### config.mk
export PLATFORM = sky130hd
export DESIGN_NAME = branch_resolve_unit
export DESIGN_NICKNAME = d
export VERILOG_FILES = /design/src/rtl/branch_resolve_unit.sv
export SDC_FILE = /design/constraint.sdc
export NUM_CORES = 1
export LEC_CHECK = 0
export ABC_AREA = 1
export CAP_MARGIN = 20
export CORE_ASPECT_RATIO = 0.9
export CORE_MARGIN = 2
export CORE_UTILIZATION = 50
export DETAILED_ROUTE_END_ITERATION = 7
export GPL_ROUTABILITY_DRIVEN = 0
export PLACE_DENSITY = 0.82
export RECOVER_POWER = 50
export SYNTH_ARGS = -nofsm -noshare
export SYNTH_HDL_FRONTEND = slang
export SYNTH_SLANG_ARGS = --single-unit
### constraint.sdc
create_clock -name clk -period 5.6 [get_ports clk]
set_input_delay 0.84 -clock clk [delete_from_list [all_inputs] [get_ports clk]]
set_output_delay 0.84 -clock clk [all_outputs]
set_load 0.005 [all_outputs]
### src/rtl/branch_resolve_unit.sv
// branch_resolve_unit: resolves RISC-V conditional branches with a 2-bit BHT predictor
//   clk, rst_n        : rising-edge clock, asynchronous active-low reset
//   in_valid/in_ready : request handshake (op, data1, data2, pc, imm)
//   lk_pc/lk_taken    : fetch-side prediction lookup (combinational)
//   out_valid/ready   : registered result handshake (taken, mispredict, illegal, redirect_pc)
//   br_cnt/mp_cnt     : resolved legal branch and mispredict counters
module branch_resolve_unit #(
    parameter int XLEN      = 32,
    parameter int BHT_DEPTH = 16
) (
    input  logic            clk,
    input  logic            rst_n,
    input  logic            in_valid,
    output logic            in_ready,
    input  logic [2:0]      op,
    input  logic [XLEN-1:0] data1,
    input  logic [XLEN-1:0] data2,
    input  logic [XLEN-1:0] pc,
    input  logic [XLEN-1:0] imm,
    input  logic [XLEN-1:0] lk_pc,
    output logic            lk_taken,
    output logic            out_valid,
    input  logic            out_ready,
    output logic            taken,
    output logic            mispredict,
    output logic            illegal,
    output logic [XLEN-1:0] redirect_pc,
    output logic [31:0]     br_cnt,
    output logic [31:0]     mp_cnt
);
    localparam int IDXW = $clog2(BHT_DEPTH);

    logic [1:0]      bht_q [BHT_DEPTH];
    logic [1:0]      bht_d [BHT_DEPTH];
    logic            out_valid_q, out_valid_d;
    logic            taken_q, taken_d;
    logic            mispredict_q, mispredict_d;
    logic            illegal_q, illegal_d;
    logic [XLEN-1:0] redirect_q, redirect_d;
    logic [31:0]     br_cnt_q, br_cnt_d;
    logic [31:0]     mp_cnt_q, mp_cnt_d;

    logic            accept, is_illegal, cond, br_taken, pred;
    logic [IDXW-1:0] idx;
    logic [1:0]      ctr;
    logic            unused_lk;

    assign in_ready  = !out_valid_q || out_ready;
    assign idx       = pc[IDXW+1:2];
    assign lk_taken  = bht_q[lk_pc[IDXW+1:2]][1];
    assign unused_lk = ^{lk_pc[XLEN-1:IDXW+2], lk_pc[1:0]};

    always_comb begin
        accept     = in_valid && in_ready;
        is_illegal = (op[2:1] == 2'b01);
        // op[2] selects compare vs equality, op[1] unsigned, op[0] inverts the sense
        cond       = op[2] ? (op[1] ? (data1 < data2) : ($signed(data1) < $signed(data2)))
                           : (data1 == data2);
        br_taken   = !is_illegal && (cond ^ op[0]);
        ctr        = bht_q[idx];
        pred       = ctr[1];
        bht_d        = bht_q;
        out_valid_d  = out_valid_q;
        taken_d      = taken_q;
        mispredict_d = mispredict_q;
        illegal_d    = illegal_q;
        redirect_d   = redirect_q;
        br_cnt_d     = br_cnt_q;
        mp_cnt_d     = mp_cnt_q;
        if (accept) begin
            out_valid_d  = 1'b1;
            taken_d      = br_taken;
            mispredict_d = !is_illegal && (pred ^ br_taken);
            illegal_d    = is_illegal;
            redirect_d   = br_taken ? pc + imm : pc + XLEN'(4);
            if (!is_illegal) begin
                bht_d[idx] = br_taken ? ((ctr == 2'b11) ? ctr : ctr + 2'b01)
                                      : ((ctr == 2'b00) ? ctr : ctr - 2'b01);
                br_cnt_d   = br_cnt_q + 32'd1;
                mp_cnt_d   = mp_cnt_q + {31'd0, pred ^ br_taken};
            end
        end else if (out_ready) begin
            out_valid_d = 1'b0;
        end
    end

    always_ff @(posedge clk or negedge rst_n) begin
        if (!rst_n) begin
            bht_q        <= '{default: 2'b01};
            out_valid_q  <= 1'b0;
            taken_q      <= 1'b0;
            mispredict_q <= 1'b0;
            illegal_q    <= 1'b0;
            redirect_q   <= '0;
            br_cnt_q     <= '0;
            mp_cnt_q     <= '0;
        end else begin
            bht_q        <= bht_d;
            out_valid_q  <= out_valid_d;
            taken_q      <= taken_d;
            mispredict_q <= mispredict_d;
            illegal_q    <= illegal_d;
            redirect_q   <= redirect_d;
            br_cnt_q     <= br_cnt_d;
            mp_cnt_q     <= mp_cnt_d;
        end
    end

    assign out_valid   = out_valid_q;
    assign taken       = taken_q;
    assign mispredict  = mispredict_q;
    assign illegal     = illegal_q;
    assign redirect_pc = redirect_q;
    assign br_cnt      = br_cnt_q;
    assign mp_cnt      = mp_cnt_q;
endmodule

# ---- Word-level counts from Yosys, hierarchy flattened
# Index checks and enable logic that the tools add are counted.
dict set report word_totals {
  out_inout_bits 102
  ff_bits 132
  inputBits 167
}
dict set report op_classes {
  n_bitwise 5
  mux 17
  n_lt_le_gt_ge 5
  add_sub_neg 6
  n_eq_ne 3
  n_reduce_logical 10
}
# op n
set op_table {}
lappend op_table {{32-bit < comparator} 2}
lappend op_table {{32-bit by 1-bit adder with 32-bit output} 1}
lappend op_table {{32-bit by 1-bit adder with 32-bit output (second input constant)} 1}
lappend op_table {{32-bit by 3-bit adder with 32-bit output (second input constant)} 1}
lappend op_table {{32-bit adder} 1}
lappend op_table {{32-bit bitwise mux} 1}
lappend op_table {{32-bit == test} 1}
lappend op_table {{32-bit 2-to-1 mux} 1}
lappend op_table {{2-bit binary-select mux with 4-bit select} 2}
lappend op_table {{2-bit 2-to-1 mux} 8}
lappend op_table {{5-bit >= comparator (second input constant)} 2}
lappend op_table {{4-bit NOT with 5-bit output} 2}
lappend op_table {{2-bit demux with 4-bit select} 1}
lappend op_table {{5-bit by 1-bit < comparator with 1-bit output (second input constant)} 1}
lappend op_table {{1-bit logical AND} 4}
lappend op_table {{1-bit 2-to-1 mux} 4}
lappend op_table {{2-bit by 1-bit adder with 2-bit output (second input constant)} 1}
lappend op_table {{2-bit by 1-bit == test with 1-bit output (second input constant)} 1}
lappend op_table {{2-bit == test (second input constant)} 1}
lappend op_table {{1-bit logical NOT} 2}
lappend op_table {{2-bit logical NOT} 1}
lappend op_table {{2-bit AND reduction} 1}
lappend op_table {{2-bit nonzero test} 1}
lappend op_table {{2-bit by 1-bit subtractor with 2-bit output (second input constant)} 1}
lappend op_table {{other kinds (3)} 4}

# ---- Depth between registers and ports, before layout
# Gate-level depths: netlist (run 1).
dict set report logic_depth {
  depth_word 8
  ltp_mapped 31
}

# ---- Worst setup path before layout (run 1)
# No wires, ideal clock.
dict set report synth_path {
  path_kind {input port to flip-flop}
  startpoint {input port data2[31]}
  endpoint {register mp_cnt_q[30], in the netlist mp_cnt[30]}
  path_buffers 1
  setup_ns 0.079
  arrival_ns 3.926
  cell_stages 30
  setup_slack_ns 1.595
  cell_sequence {inv_1 > ha_1 > nand2_1 > nor2_1 > nand2_1 > inv_2 > nand2_1 > nor2_1 > nand2_1 > nand3_1 > nand2_1 > nand3_2 > nand2_2 > nand2_4 > nand3_4 > buf_4 > nand2_1 > nand2_1 > inv_1 > ha_1 > ha_1 > nand3_1 > nor2_2 > nand2_1 > nor2_1 > nand3_1 > nor3_2 > nand2_1 > nor3_2 > xor2_1}
}
dict set report synth_between {
  elab_chain_cells 7
  elab_cells_between_ends 9
  classes_between {add/sub: 1; order compare: 2; eq/ne: 1; mux: 2; bitwise: 2; reduce/logical: 1}
}
# element line_no
set synth_rtl {}
lappend synth_rtl {{start: declaration} 17} ;# input logic [XLEN-1:0] data2,
lappend synth_rtl {{32-bit < comparator} 57} ;# cond = op[2] ? (op[1] ? (data1 < data2) : ($signed(data1) < $signed(data2)))
lappend synth_rtl {{1-bit 2-to-1 mux} 57}
lappend synth_rtl {{1-bit 2-to-1 mux (*)} 57}
lappend synth_rtl {{1-bit XOR (*)} 59} ;# br_taken = !is_illegal && (cond ^ op[0]);
lappend synth_rtl {{1-bit logical AND (*)} 59}
lappend synth_rtl {{1-bit XOR (*)} 80} ;# mp_cnt_d = mp_cnt_q + {31'd0, pred ^ br_taken};
lappend synth_rtl {{32-bit by 1-bit adder with 32-bit output (*)} 80}
lappend synth_rtl {{end signal: assignment} 105} ;# mp_cnt_q <= mp_cnt_d;
lappend synth_rtl {{end: declaration} 41} ;# logic [31:0] mp_cnt_q, mp_cnt_d;
# Every way passes the cells marked *; elsewhere a longest branch is shown, timed or not.
# A chain may end at the register's enable or synchronous reset.

# ---- Worst setup path after layout (run 1)
# Ends and elaborated chain as after synthesis.

==> results of run 1 <==
[routing by layer]
metal | routed length (um) | vias to the layer above | global-route usage (%)
met5 | 0 | - | 0
met4 | 945 | 0 | 10.6
met3 | 2460 | 65 | 5.29
met2 | 13600 | 473 | 45.6
met1 | 12800 | 4911 | 35.9
li1 | - | 5199 | -
[area by class of cell]
type                            instances  area (sq um)  area share [%]
Clock buffer                           17           425            3.11
Clock inverter                         15           171            1.26
Inverter                              198           743            5.44
Multi-Input combinational cell       1107          6230            45.6
Sequential cell                       132          3320            24.3
Tap cell                              260           325            2.38
Timing Repair Buffer                  247          2440            17.9
[critical path: cells and delay by family]
family | cells | cell delay [ps]
and+or+nand+nor | 22 | 2690
adders and majority gates | 3 | 600
xor gates and xnor gates | 1 | 160
buffers and inverters | 4 | 630
[sequential cells by signal, indices dropped and copies added (netlist names)]
signal       count
br_cnt          32
mp_cnt          32
redirect_pc     32
out_valid        1
illegal          1
mispredict       1
taken            1
bht_q           32
[where the power goes]
part           switching (mW)  total (mW)  internal (mW)
sequential              0.110        1.21           1.10
clock                   0.451        1.12          0.666
combinational           0.513       0.957          0.444
total                    1.07        3.29           2.21
[Yosys cell counts (2+ instances only)]
cell type,n,area [sq um]
clkbuf_1,12,45.0
nand2_1,437,1640
nand4_1,57,357
nand4_2,2,25.0
nand2_2,7,43.8
nor3_2,8,80.1
a21oi_1,53,265
nand3_4,2,35.0
o211ai_1,3,22.5
inv_2,3,11.3
a21o_1,9,67.6
xnor2_1,45,394
nor4_2,2,25.0
a31oi_1,3,18.8
o21ai_0,46,230
dfrtp_1,116,2900
o22ai_1,4,25.0
nand3_2,6,60.1
nor3_1,28,140
nand4_4,2,42.5
nor2_1,133,499
o22a_1,2,17.5
xor2_1,62,543
inv_1,194,728
a21boi_0,6,45.0
nand2_4,2,22.5
nor3b_1,3,22.5
o21bai_1,7,52.6
nor4_1,3,18.8
buf_2,11,55.1
nor2_4,4,45.0
nor2_2,8,50.1
mux2i_1,4,40.0
ha_1,71,888
nand3_1,74,370
buf_6,2,22.5
dfstp_2,16,420
[final timing paths]
| kind | from | endpoint | slack, ps | depth (start not counted) |
|---|---|---|---|---|
| worst min-delay path | bht_q[4]$_DFFE_PN1P_ | bht_q[4]$_DFFE_PN1P_ | 470 | 2 |
| min in group asynchronous | rst_n | br_cnt[9]$_DFFE_PN0P_ | 1420 | 1 |
| worst max-delay path | data2[31] | mp_cnt[30]$_DFFE_PN0P_ | 1000 | 30 |
| worst max register to register | bht_q[29]$_DFFE_PN0P_ | mp_cnt[30]$_DFFE_PN0P_ | 2510 | 21 |
| max in group asynchronous | rst_n | mp_cnt[26]$_DFFE_PN0P_ | 1720 | 2 |
| worst min register to register | bht_q[4]$_DFFE_PN1P_ | bht_q[4]$_DFFE_PN1P_ | 470 | 2 |
[layout by cell type (no fill, tap or decap), types with 53 or more instances in the layout]
cell / Yosys / routed
nand2_1: 437 / 437
clkdlybuf4s50_1: 0 / 188
dfrtp_1: 116 / 116
inv_1: 194 / 194
ha_1: 71 / 71
a21oi_1: 53 / 53
nand4_1: 57 / 57
nor2_1: 133 / 133
nand3_1: 74 / 74
xor2_1: 62 / 62
[metrics by stage]
step                setup WS, ps  cells
floorplan                   1590   1464
global placement             677   1944
detailed placement           565   1944
CTS                          965   1976
global route                 457   1976
finish                      1000   1976
[logic make-up (layout without fill, tap and decap cells)]
| logic type | count (synthesis) | count (layout) | share of synthesized area [%] |
|---|---|---|---|
| DFF | 132 | 132 | 31.9 |
| AOI/OAI and AO/OA | 140 | 140 | 7.79 |
| and+or+nand+nor | 784 | 784 | 33.8 |
| muxes | 4 | 4 | 0.384 |
| buffers and inverters | 225 | 477 | 8.41 |
| xor gates and xnor gates | 107 | 107 | 8.99 |
| adders and majority gates | 72 | 72 | 8.71 |
==> reports/qor.json, run 1 <==
{
  "synthesis": {
    "postSynth.asyncResetShare_pct": 100,
    "synth_ff_type": "dfrtp_1",
    "postSynthRegisterBits": 132,
    "postSynthNetCount": 1703,
    "synth.yosys.seq_area_share_pct": 31.9,
    "area_of_the_mapped_netlist_sq_mm": 0.0104,
    "syn-mean-instance-area_sq_um": 7.12,
    "post_synth_inst_count": 1464,
    "synth-edff-count": 0,
    "synth.yosys.warnings": 0,
    "synth_cell_types": 54
  },
  "floorplanning": {
    "die_height_um": 141,
    "floorplan.core_area_sq_mm": 0.0206,
    "dieArea_sq_mm": 0.0220,
    "ios": 269,
    "initial_utilization_pct": 50.5,
    "chipWidth_um": 156,
    "rows": 50
  },
  "layout": {
    "final_area_sq_mm": 0.0137,
    "drive_gt1_share_pct": 6.06,
    "final_nets": 1942,
    "final_util_pct": 66.2,
    "insertedDiodeCount": 0,
    "area_growth_syn_to_layout_pct": 31.0,
    "final.fill_count": 1723
  },
  "timing": {
    "worstMarginPinSlew_ps": 3060,
    "finalCritPeriodShare_pct": 82.1,
    "worst_slew_margin_rel_pct": -104,
    "worst_hold_slack_ps": 466,
    "setup_viol": 0,
    "timing.final.max_slew_violations": 59,
    "max_freq_mhz": 217,
    "final.setup_skew_ps": 10.5,
    "final.min_clock_period_ps": 4600,
    "timing_hold_violations_final": 0,
    "grt_setup_unrepaired": "false",
    "timing.setup.tns_ps": 0
  },
  "worst_setup_path": {
    "slowest_stage": "clkdlybuf4s50_1",
    "crit_required_ps": 5940,
    "crit_path_frequent_cell": "nand2_1",
    "arrival_ps": 4940,
    "crit_path_max_fanout": 36,
    "critPathMaxStageDelay_ps": 450,
    "setup.worst_path.end_class": "flip-flop",
    "crit_type": "primary input to flip-flop",
    "crit_path_start_kind": "primary input"
  },
  "drt": {
    "post-route-drc-count": 0,
    "vias_per_cell": 5.39,
    "route.vias.total": 10600,
    "drt_initial_violations": 804,
    "detail_route.first_pass.iterations": 5,
    "route.detailed.wl_per_inst_um": 15.1,
    "antenna_violating_nets_post_route": 0,
    "detail_route.wirelength_um": 29900
  },
  "global_routing": {
    "grt.overflow.total": 0,
    "grt_start_max_net_pins": 59,
    "grt_pass1_vias": 10200,
    "global_route_wire_length_before_repair_um": 49200,
    "grt_util_all_layers_pct": 27.6,
    "antenna_found_initial": 0
  },
  "run_status": {
    "status": "finished, violations left",
    "failing_checks": "max-capacitance violations, max-slew violations"
  },
  "placed_design": {
    "port_buffers": 240,
    "post-dp-hpwl_um": 23600,
    "place_area_sq_mm": 0.0131
  },
  "clock_tree": {
    "clock_latency_ps": 420,
    "post-cts-setup-buffers": 0,
    "clk_pin_slew_ps": 60,
    "cts.htree.levels": 4,
    "cts_num_sinks": 132,
    "clock_path_buffers": 2,
    "cts.hold.buffers_added": 0,
    "post_cts.resized_instances": 0,
    "clock_root_buffer": "clkbuf_16",
    "cts_buffers": 17,
    "tritoncts": "built"
  },
  "power_and_ir_drop": {
    "power.density_cell_area_mw_per_mm2": 241,
    "p_leak_nw": 6.71,
    "ir_worst_vdd_mv": 0.256,
    "totalPowerFinal_mw": 3.29
  },
  "job": {
    "max_cap_viol_count": 1
  },
  "hold_path": {
    "worst_hold_path_type": "flip-flop to flip-flop"
  }
}
(Power assumes the default switching activity.)
==> run 2: changes to the inputs <==
Settings changed: CORE_UTILIZATION 50 to 46, PLACE_DENSITY 0.82 to 0.79.
Clock period 5.6 ns to 3.8 ns, I/O delays scaled along.
==> run 2 against run 1 <==
Routed wire length is 6.8% higher. Die area is 8.5% higher. Global-route usage is 1.4 points lower. Power up 55%. The run now ends clean. Hold slack got worse by 74 ps. Register-to-register slack got worse by 1500 ps. Clock skew barely moved. Sequential share of layout area is 1.4 points lower. Via count grew 2.6%. Worst setup slack got worse by 940 ps. Combinational power rose by 61%.
==> reports/qor.json, run 2 (synthesis results as in run 1) <==
{
  "run_status": {
    "status": "finished clean"
  },
  "global_routing": {
    "grt_util_all_layers_pct": 26.2,
    "global_route_wire_length_before_repair_um": 50500,
    "grt_start_max_net_pins": 110,
    "grt.overflow.total": 0,
    "antenna_found_initial": 0,
    "grt_pass1_vias": 10300
  },
  "drt": {
    "drt_initial_violations": 871,
    "vias_per_cell": 5.33,
    "route.detailed.wl_per_inst_um": 15.6,
    "antenna_violating_nets_post_route": 0,
    "route.vias.total": 10900,
    "detail_route.wirelength_um": 31900,
    "post-route-drc-count": 0,
    "detail_route.first_pass.iterations": 7
  },
  "timing": {
    "max_freq_mhz": 267,
    "finalCritPeriodShare_pct": 98.5,
    "timing.final.max_slew_violations": 0,
    "timing_hold_violations_final": 0,
    "timing.setup.tns_ps": 0,
    "final.min_clock_period_ps": 3740,
    "final.setup_skew_ps": 10.8,
    "worst_slew_margin_rel_pct": 1.54,
    "grt_setup_unrepaired": "true",
    "fin_ws_ps": 56.3,
    "setup_viol": 0,
    "worstMarginPinSlew_ps": 1480
  },
  "layout": {
    "final.fill_count": 1918,
    "multi_input_area_sq_mm": 0.00666,
    "drive_gt1_share_pct": 11.9,
    "final_nets": 1981,
    "final-seq-area_sq_mm": 0.00332,
    "layout_common_cells": "nand2_1 (423), clkdlybuf4s50_1 (225), inv_1 (180), nor2_1 (126), dfrtp_1 (116)",
    "area_growth_syn_to_layout_pct": 38.9,
    "insertedDiodeCount": 0,
    "layout.cells.most_common": "nand2_1",
    "final_util_pct": 64.7
  },
  "worst_setup_path": {
    "arrival_ps": 4080,
    "crit_path_max_fanout": 3,
    "crit_type": "primary input to flip-flop",
    "crit_path_start_kind": "primary input",
    "setup.worst_path.end_class": "flip-flop",
    "crit_required_ps": 4130
  },
  "clock_tree": {
    "cts_num_sinks": 132,
    "clock_path_buffers": 2,
    "tritoncts": "built",
    "clock_latency_ps": 410,
    "cts_buffers": 17,
    "cts.hold.buffers_added": 0,
    "clock_root_buffer": "clkbuf_16",
    "clk_pin_slew_ps": 60,
    "cts.htree.levels": 4
  },
  "power_and_ir_drop": {
    "cell_internal_pwr_mw": 3.46,
    "seqPwrFrac_pct": 35.6,
    "ir_worst_vdd_mv": 0.324,
    "netSwitchingPower_mw": 1.62,
    "power.density_cell_area_mw_per_mm2": 351,
    "combinationalPowerShare_pct": 30.2,
    "p_leak_nw": 6.99,
    "p_sw_share_pct": 31.9,
    "power.share.clock_pct": 34.2
  },
  "floorplanning": {
    "ios": 269,
    "floorplan.core_area_sq_mm": 0.0224,
    "rows": 52,
    "initial_utilization_pct": 46.6,
    "die_height_um": 147,
    "chipWidth_um": 163,
    "dieArea_sq_mm": 0.0239
  },
  "job": {
    "max_cap_viol_count": 0
  },
  "placed_design": {
    "port_buffers": 240,
    "preCtsSetupSlack_ps": -446,
    "post-dp-hpwl_um": 24400
  },
  "hold_path": {
    "worst_hold_path_type": "primary input to async pin"
  }
}
## run 2: power by group through the flow
stage / Combinational (mW) / Sequential [mW] / Clock [mW]
detailed placement: 1.45 / 1.81 / 0
global route: 1.69 / 1.84 / 1.83
global placement: 1.41 / 1.81 / 0
floorplan: 0.750 / 1.78 / 0
finish: 1.54 / 1.81 / 1.74
CTS: 1.48 / 1.80 / 1.76
## run 2: final timing paths
path | from | endpoint | slack, ps | depth (start not counted)
worst max-delay path | data2[27] | mp_cnt[18]$_DFFE_PN0P_ | 60 | 28
worst min-delay path | rst_n | out_valid$_DFFE_PN0P_ | 390 | 1
worst max register to register | bht_q[21]$_DFFE_PN0P_ | mp_cnt[18]$_DFFE_PN0P_ | 960 | 22
worst min register to register | bht_q[16]$_DFFE_PN1P_ | bht_q[16]$_DFFE_PN1P_ | 470 | 2
max in group asynchronous | rst_n | mp_cnt[25]$_DFFE_PN0P_ | 1220 | 2
min in group clk | bht_q[16]$_DFFE_PN1P_ | bht_q[16]$_DFFE_PN1P_ | 470 | 2
## run 2: repair_timing
| action | 4_1_cts | 5_1_grt |
|---|---|---|
| endpoints found under the setup margin | 3 | 19 |
| buffers inserted | 7 | 5 |
| pin swaps | 22 | 18 |
| resized for setup | 20 | 75 |
| gates cloned | 0 | 0 |
## run 2: cell type report
type,count,area share [%]
inverters,198,5.15
flip-flops and latches,132,22.9
clock inverters,13,1.26
clock buffers,19,2.99
repair buffers,286,19.1
well taps,297,2.57
multi-input cells,1107,46.0
## run 2: metal layers
layer	up-vias	global-route usage (%)	wire [um]
met5	-	0	0
met4	0	10.3	1030
met3	61	4.46	2310
met2	501	42.3	14900
met1	5095	35.1	13700
li1	5271	-	-
## run 2: through the flow
step                      hold slack [ps]  cell area, sq um  total power, mW  instances
after CTS                            45.1             14100             5.04       2047
final                                 392             14500             5.09       2052
after global placement                452             13300             3.22       2008
after global routing                  480             14500             5.36       2052
after floorplan                       274             10400             2.53       1464
after detailed placement              457             13300             3.26       2008
## run 2: critical path: stages
cell	delay, ps
clkdlybuf4s50_1	460
inv_1	60
ha_4	210
a21oi_1	190
nand2_1	110
nand2_1	80
nand2_1	70
a21oi_2	120
nand3_1	80
nand2_1	70
nand3_2	110
nand2_2	100
nand2_4	70
nand4_1	180
nand2_4	90
inv_4	70
ha_4	120
ha_4	140
nand3_4	100
nor2_4	140
nand2_2	80
nor2_2	100
nand3_2	100
nor3_4	160
buf_4	130
buf_4	90
buf_4	90
xor2_1	140
==> run 3: changes to the inputs <==
Settings changed: CTS_CLUSTER_SIZE set to 14.
==> results of run 3 <==
Final layout, timing and power as in run 2 (identical DEF).
==> RTL change, RTL diff (config.mk and constraints of run 2) <==
The parameter `BHT_DEPTH` goes from 16 to 32.
--- a/src/rtl/branch_resolve_unit.sv
+++ b/src/rtl/branch_resolve_unit.sv
@@ -6,7 +6,7 @@
 //   br_cnt/mp_cnt     : resolved legal branch and mispredict counters
 module branch_resolve_unit #(
     parameter int XLEN      = 32,
-    parameter int BHT_DEPTH = 16
+    parameter int BHT_DEPTH = 32
 ) (
     input  logic            clk,
     input  logic            rst_n,
Check against the original RTL: not equivalent (a bounded check fails within 4 cycles, from zero or initial values and one cycle with rst_n low).
==> RTL change against run 2 <==
- the flow now finishes with violations (max-capacitance violations, max-slew violations)
- hold slack improved by 0.078 ns
- sequential share of layout area rose by 2.4 points
- total power rose by 11%
- cell area rose by 13%
- die area rose by 18%
- area after synthesis rose by 18%
- sequential cell count rose by 32
- wire length rose by 20%
- utilization fell by 2.2 points
- synthesized cell count rose by 21%
- maximum frequency rose by 2.8%
- setup slack improved by 0.10 ns
- via count rose by 18%
- register-to-register slack got worse by 0.14 ns
- critical path type unchanged
- largest power group unchanged
==> RTL change: results (changes against run 2) <==
| Metric | Value |
|---|---|
| Fraction of layout instances using a drive strength above 1 | 0.108 (-0.0102) |
| WP data arrival | 3.97 ns (-0.11 ns) |
| Nets@finish | 2,294 (+16%) |
| R2R cell count | 21 (-4.5%) |
| Placed instance count | 2,381 (+19%) |
| Post-DP HPWL | 29.1 mm (+19%) |
| I/O Buffers | 241 (+0.42%) |
| Top post-synthesis cells by area | dfrtp_1 27%, nand2_1 17%, ha_1 7.2% |
| Post-placement cell area | 0.0154 sq mm (+16%) |
| Aggregate global-route resource usage | 0.267 (+0.00551) |
| Max-Cap Viols | 3 (+3) |
| Asr flop ratio synth | 1.00 (unchanged) |
| Clock Pin Slew Worst Setup and Hold Paths | 0.08 ns (+0.02 ns) |
| Via count | 12,900 (+18%) |
| GRT overflow | 0 (unchanged) |
| # fillers | 2,258 (+18%) |
| Worst path max stage delay | 0.52 ns (+0.06 ns) |
| Syn Inst Count | 1,771 (+21%) |
| Met2 WL | 18.1 mm (+22%) |
| Pre-CTS setup slack | -0.521 ns (-0.0751 ns) |
| DR WL/cell | 15.8 microns (+1.6%) |
| R2R Setup Slk | 0.82 ns (-0.14 ns) |
| CP Capture Point | mp_cnt[30] |
| Hold Path Class | flop to flop |
| Worst slew margin | -0.234 (-0.249) |
| Min Tclk post-route | 3.64 ns (-0.101 ns) |
| Most instantiated cells after synthesis | 563 x nand2_1, 221 x inv_1, 195 x nor2_1 |
| First-pass GRT wire length | 60.9 mm (+20%) |
| Largest net degree at the start of global routing | 76 (-31%) |
| Final Skew | 0.0125 ns (+0.00166 ns) |
| Antenna violations before repair | 1 (+1) |
| Syn_nets | 2,010 (+18%) |
| 1st-pass router iterations | 6 (-1) |
| Most flop-heavy register | bht_q |
| Seq/Total Area, Yosys | 0.337 (+0.0179) |
| Vias/cell | 5.34 (+0.33%) |
| R2r startpoint | bht_q[19] |
| Clock latency on the worst-skew pair | 0.44 ns (+0.03 ns) |
| Slew Limit Fails | 144 (+144) |
| Reg2reg end | mp_cnt[30] |
| Failing checks | max-capacitance violations, max-slew violations |
| Met3 WL | 3.42 mm (+48%) |
| Setup crit start | data1[29] |
| WHS Endpoint | bht_q[44] |
| Status | complete, but fails checks |
| # H-tree levels | 4 (unchanged) |
| P_int | 3.71 mW (+7.3%) |
| Maximum VDD drop | 0.242 mV (-25%) |
| DRT met1 WL | 15.6 mm (+14%) |
| Fin Hold WS | 0.470 ns (+0.0781 ns) |
| Yosys cell types | 49 (-9.3%) |
| Max reg flops | 64 |
## RTL change: worst reg2reg max path, delay by kind of cell (launching register included)
family	cells	cell delay, ns
fa+ha+maj	2	0.32
xor+xnor	1	0.16
compound gates	2	0.21
flops	1	0.40
buf+inv	3	0.41
simple gates	13	1.39
## RTL change: cell families (layout without fill, tap and decap cells)
| family | count (synthesis) | in the layout | share of synthesized area |
|---|---|---|---|
| simple gates | 986 | 986 | 0.346 |
| buf+inv | 270 | 567 | 0.0893 |
| fa+ha+maj | 72 | 72 | 0.0738 |
| xor+xnor | 104 | 104 | 0.0740 |
| other cells | 0 | 1 | 0 |
| compound gates | 175 | 175 | 0.0803 |
| flops | 164 | 164 | 0.337 |
## RTL change: power groups by stage
| stage | Sequential [mW] | Combinational (mW) | Clock, mW |
|---|---|---|---|
| after CTS | 2.21 | 1.67 | 1.71 |
| final | 2.22 | 1.73 | 1.69 |
| after global routing | 2.25 | 1.91 | 1.79 |
| after detailed placement | 2.24 | 1.66 | 0 |
| after global placement | 2.23 | 1.62 | 0 |
| after floorplan | 2.20 | 0.862 | 0 |
## RTL change: layer usage
metal,global-route usage,up-vias
met4,0.0913,0
li1,-,6245
met2,0.447,593
met1,0.352,5989
met5,0,-
met3,0.0427,87
## RTL change: cell type report
class	instances	area, sq um	share of cell area
inverter	228	860	0.0525
timing repair buffer	307	2960	0.181
sequential	164	4140	0.253
antenna	1	2.50	0.000153
multi-input combinational	1337	7410	0.452
tap	348	435	0.0266
clock buffer	18	439	0.0268
clock inverter	14	131	0.00802
## RTL change: repair_timing
action                     4_1_cts  5_1_grt
gates resized for setup          2       71
pin swaps                        0       28
buffers inserted                 0        3
setup endpoints to repair        4       18
hold buffers                     0        0
